[src/rtl/up_down_cnt_9999.sv]
// ============================================================================
// Module   : up_down_cnt_9999
// Function : Tick-driven decimal up/down counter (0..MAX_CNT) with a
//            run/stop/clear FSM, direction toggle and registered BCD image.
//            Define CNT_WRAP_FLAG_EN to add the o_wrap pulse output.
// Revision : 1.0  initial release
// ============================================================================
`default_nettype none

module up_down_cnt_9999 #(
    parameter int MAX_CNT = 9999,
    parameter int CNT_W   = 14
) (
    input  logic             clk,
    input  logic             rst,
    input  logic             i_tick,
    input  logic             i_btn_run,
    input  logic             i_btn_clear,
    input  logic             i_btn_mode,
    output logic [CNT_W-1:0] o_count,
    output logic [15:0]      o_bcd,
    output logic             o_mode,
    output logic             o_run
`ifdef CNT_WRAP_FLAG_EN
    ,
    output logic             o_wrap
`endif
);

    localparam logic [CNT_W-1:0] C_MAX = CNT_W'(MAX_CNT);

    typedef enum logic [1:0] {
        ST_STOP  = 2'd0,
        ST_RUN   = 2'd1,
        ST_CLEAR = 2'd2
    } state_t;

    state_t           state_q, state_d;
    logic [CNT_W-1:0] count_q, count_d;
    logic             mode_q,  mode_d;
    logic             run_q;
    logic [15:0]      bcd_q,   bcd_d;

    always_comb begin
        state_d = state_q;
        count_d = count_q;
        mode_d  = mode_q ^ i_btn_mode;
        case (state_q)
            ST_STOP: begin
                if (i_btn_run) begin
                    state_d = ST_RUN;
                end else if (i_btn_clear) begin
                    state_d = ST_CLEAR;
                end
            end
            ST_RUN: begin
                // The tick always uses the mode in force before this cycle.
                if (i_tick) begin
                    if (!mode_q) begin
                        count_d = (count_q == C_MAX) ? '0 : count_q + CNT_W'(1);
                    end else begin
                        count_d = (count_q == '0) ? C_MAX : count_q - CNT_W'(1);
                    end
                end
                if (i_btn_run) begin
                    state_d = ST_STOP;
                end
            end
            ST_CLEAR: begin
                count_d = '0;
                state_d = ST_STOP;
            end
            default: state_d = ST_STOP;
        endcase
    end

    // Double-dabble binary to 4-digit BCD; count is bounded to 9999.
    always_comb begin
        bcd_d = '0;
        for (int i = CNT_W - 1; i >= 0; i--) begin
            for (int d = 0; d < 4; d++) begin
                if (bcd_d[4*d +: 4] >= 4'd5) begin
                    bcd_d[4*d +: 4] = bcd_d[4*d +: 4] + 4'd3;
                end
            end
            bcd_d = {bcd_d[14:0], count_q[i]};
        end
    end

    always_ff @(posedge clk or posedge rst) begin
        if (rst) begin
            state_q <= ST_STOP;
            count_q <= '0;
            mode_q  <= 1'b0;
            run_q   <= 1'b0;
            bcd_q   <= 16'h0000;
        end else begin
            state_q <= state_d;
            count_q <= count_d;
            mode_q  <= mode_d;
            run_q   <= (state_d == ST_RUN);
            bcd_q   <= bcd_d;
        end
    end

    assign o_count = count_q;
    assign o_bcd   = bcd_q;
    assign o_mode  = mode_q;
    assign o_run   = run_q;

`ifdef CNT_WRAP_FLAG_EN
    logic w_wrap;
    logic wrap_q;

    assign w_wrap = (state_q == ST_RUN) && i_tick &&
                    (mode_q ? (count_q == '0) : (count_q == C_MAX));

    always_ff @(posedge clk or posedge rst) begin
        if (rst) begin
            wrap_q <= 1'b0;
        end else begin
            wrap_q <= w_wrap;
        end
    end

    assign o_wrap = wrap_q;
`endif

endmodule

`default_nettype wire

[config.mk]
export PLATFORM = sky130hd
export DESIGN_NAME = up_down_cnt_9999
export DESIGN_NICKNAME = d
export VERILOG_FILES = /design/src/rtl/up_down_cnt_9999.sv
export SDC_FILE = /design/constraint.sdc
export NUM_CORES = 1
export LEC_CHECK = 0
export CORE_MARGIN = 2
export CORE_UTILIZATION = 54
export DETAILED_ROUTE_END_ITERATION = 6
export DONT_BUFFER_PORTS = 1
export PLACE_DENSITY = 0.77
export SETUP_SLACK_MARGIN = 0.2
export SLEW_MARGIN = 20
export SYNTH_ARGS = -nofsm -noshare
export SYNTH_HDL_FRONTEND = slang
export SYNTH_SLANG_ARGS = --single-unit
[constraint.sdc]
create_clock -name clk -period 23.4 [get_ports clk]
set_clock_uncertainty 0.15 [all_clocks]
set_input_delay 2.34 -clock clk [delete_from_list [all_inputs] [get_ports clk]]
set_output_delay 2.34 -clock clk [all_outputs]
set_load 0.01 [all_outputs]
==> key figures <==
Status
  – Status: finished with violations
  – Failing checks: DRC

Floorplanning
  – I/O pin total: 38
  – Initial Utilization: 55.2%
  – Full die area: 10,800 µm²
  – Die width: 104 µm
  – Rows: 36
  – Die Span Y: 104 µm
  – Core Area: 9730 µm²

Setup path
  – Maximum fanout along the worst path: 17
  – CP Class: reg -> reg
  – Crit path DAT: 10.35 ns
  – CP max stage delay: 0.70 ns
  – Slowest cell on the critical path: dfrtp_1
  – CP Data Required Time: 23.44 ns
  – Startpoint types: register
  – Cell mode on critical path: ha_1
  – Crit path from: o_count[12]
  – Setup crit end kind: register
  – RR Startpoint: o_count[12]

Place
  – DP Worst Slack: 13.30 ns
  – Hpwl dp: 10,100 µm
  – GPL Wtd Cong: 0.922
  – Port bufs: 0
  – Cell Count Post-Placement: 831

Layout
  – Number of diodes: 0
  – Utilization after layout: 56.7%
  – Layout Area Growth over Synthesis: 2.58%
  – Multi-input gate area: 4210 µm²
  – FILL cells: 921
  – Final non-filler cell total: 839
  – Most frequent cells in the layout: nor2_1 (72), nand2_1 (61), o21ai_0 (52), a21oi_1 (50)
  – Fin nets: 734
  – Register area: 851 µm²
  – Layout cell share with drive strength beyond 1: 10.2%
  – Leading cell type in the layout, fill and taps excluded: nor2_1

STA
  – RSZ-0062 raised after global routing: no
  – Tcrit/Tclk final: 44.1%
  – Min Tclk post-route: 10.31 ns
  – Setup WS post-layout: 13.09 ns
  – Post-route setup TNS: 0 ns
  – Slew Viols, Final: 0
  – Final setup fails: 0
  – Hold Vio Cnt, Final: 0
  – Relative slew slack: 33.7%
  – Worst-Margin Slew: 0.992 ns
  – F_max: 0.0970 GHz

Synth
  – Synth Area in XOR/XNOR: 3.40%
  – Post-synthesis simple-gate area fraction: 24.9%
  – Synthesized cell area: 5380 µm²
  – Compound-Gate Fraction of Synth Area: 41.7%
  – Synth unique cells: 106
  – Synth Register Bits: 34
  – Leading area contributor after synthesis: dfrtp_1
  – Share of the synthesized area in the top cell type: 15.8%
  – Avg Cell Area, Syn: 7.32 µm²
  – Gate count after technology mapping: 734
  – Area contributors post-synth: dfrtp_1 (16%), ha_1 (5.4%), nor2_1 (5.0%)
  – Largest family of logic cells by synthesized area: compound AO/OA/AOI/OAI gates
  – EDFF count, synth: 0
  – Yosys warns: 0
  – Main flop type after synthesis: dfrtp_1
  – Proportion of synthesized area in mux cells: 2.61%
  – Syn_nets: 763
  – Async S/R FF share, synth: 100%
  – Adder-cell share of the synthesized area: 5.54%
  – Share of the yosys chip area belonging to registers: 15.8%

Clocking
  – Post-CTS Hold Buffers: 0
  – Clock sink total: 34
  – CTS H-tree depth: 2
  – CTS Buf Count: 5
  – CTS clk-pin slew, worst paths: 0.08 ns
  – Postcts setup bufs: 0
  – CTS tree: done
  – Maximum buffer depth of the clock tree: 2
  – Root Driver: clkbuf_8
  – Clk_lat worst skew: 0.31 ns
  – Cts repair resizes: 0

Drt
  – Drt pass-1 iters: 7
  – DRC Markers: 1
  – Drt initial violations: 438
  – Post-Route WL: 13,800 µm
  – DR WL/cell: 16.4 µm
  – Total via count in the routed design: 5,686
  – Vias per inst: 6.78
  – Final antenna-violating net count: 0

GRT
  – Vias in the first global route: 5,202
  – First-pass GRT wire length: 23,400 µm
  – Total GRT Usage: 25.2%
  – Largest net degree at the start of global routing: 35
  – Global route total overflow: 0
  – Initial antenna violation count: 0

Worst hold path
  – HP Start: state_q[0]
  – Type of the worst min-delay path: reg -> reg

Flow run
  – Max Cap Violations: 0
[metrics by stage]
stage	hold WS [ns]	area (µm²)
CTS	0.368	5510
floorplan	0.289	5380
global route	0.385	5510
finish	0.362	5510
global placement	0.345	5390
detailed placement	0.358	5390
[worst max-delay path, delay by kind of cell (launching register included)]
kind / cells / cell delay (ns)
compound gates: 18 / 4.36
fa+ha+maj: 8 / 1.95
buf+inv: 5 / 0.44
simple gates: 10 / 1.74
mux: 1 / 0.22
flops: 1 / 0.70
xor+xnor: 2 / 0.65
[synthesized netlist by cell type (all sizes together), types with 7 or more instances]
cell and number:
a211o 7, a211oi 9, a21o 11, a21oi 57
a31oi 19, and2 8, and3 10, buf 8
clkbuf 30, dfrtp 34, ha 23, inv 39
mux2i 8, nand2 62, nand2b 13, nand3 28
nand4 10, nor2 73, nor2b 7, nor3 26
o211ai 17, o21a 9, o21ai 63, o221ai 12
o22ai 9, o31ai 8, o32a 7, or3 7
xnor2 12, xor2 8
[routing by layer]
metal / vias to the layer above / wire length (µm) / global-route usage, %
met3: 34 / 732 / 3.71
met5: - / 0 / 0
li1: 2766 / - / -
met1: 2646 / 5920 / 31.5
met2: 240 / 6800 / 43.1
met4: 0 / 326 / 10.9
[area by class of cell]
type | instances | share of cell area [%]
sequential | 34 | 15.4
clock inverter | 3 | 0.817
tap | 133 | 3.02
timing repair buffer | 2 | 0.272
inverter | 42 | 2.90
multi-input combinational | 620 | 76.3
clock buffer | 5 | 1.25
[path summary, 6_finish.rpt]
path | cells past startpoint | end | slack (ns)
min reg2reg | 1 | state_q[1] | 0.36
max | 44 | o_bcd[14] | 13.09
max reg2reg | 44 | o_bcd[14] | 13.09
min | 1 | state_q[1] | 0.36
min in group asynchronous | 2 | o_bcd[0] | 1.87
max in group asynchronous | 2 | o_run | 20.92
[logic make-up (layout without fill, tap and decap cells)]
family,count (synthesis),in the layout
buffers and inverters,80,52
and+or+nand+nor,266,266
xor gates and xnor gates,20,20
muxes,13,13
DFF,34,34
AOI/OAI and AO/OA,297,297
adders and majority gates,24,24
[flip-flops by register name, summed over array words and instances, names as in the netlist]
signal and cells:
o_bcd 16, o_count 14, o_mode 1, o_run 1
state_q 2
Power is left out: the tool's default activity adds up to more than one toggle a clock period on the data nets, which glitch-free logic cannot reach.
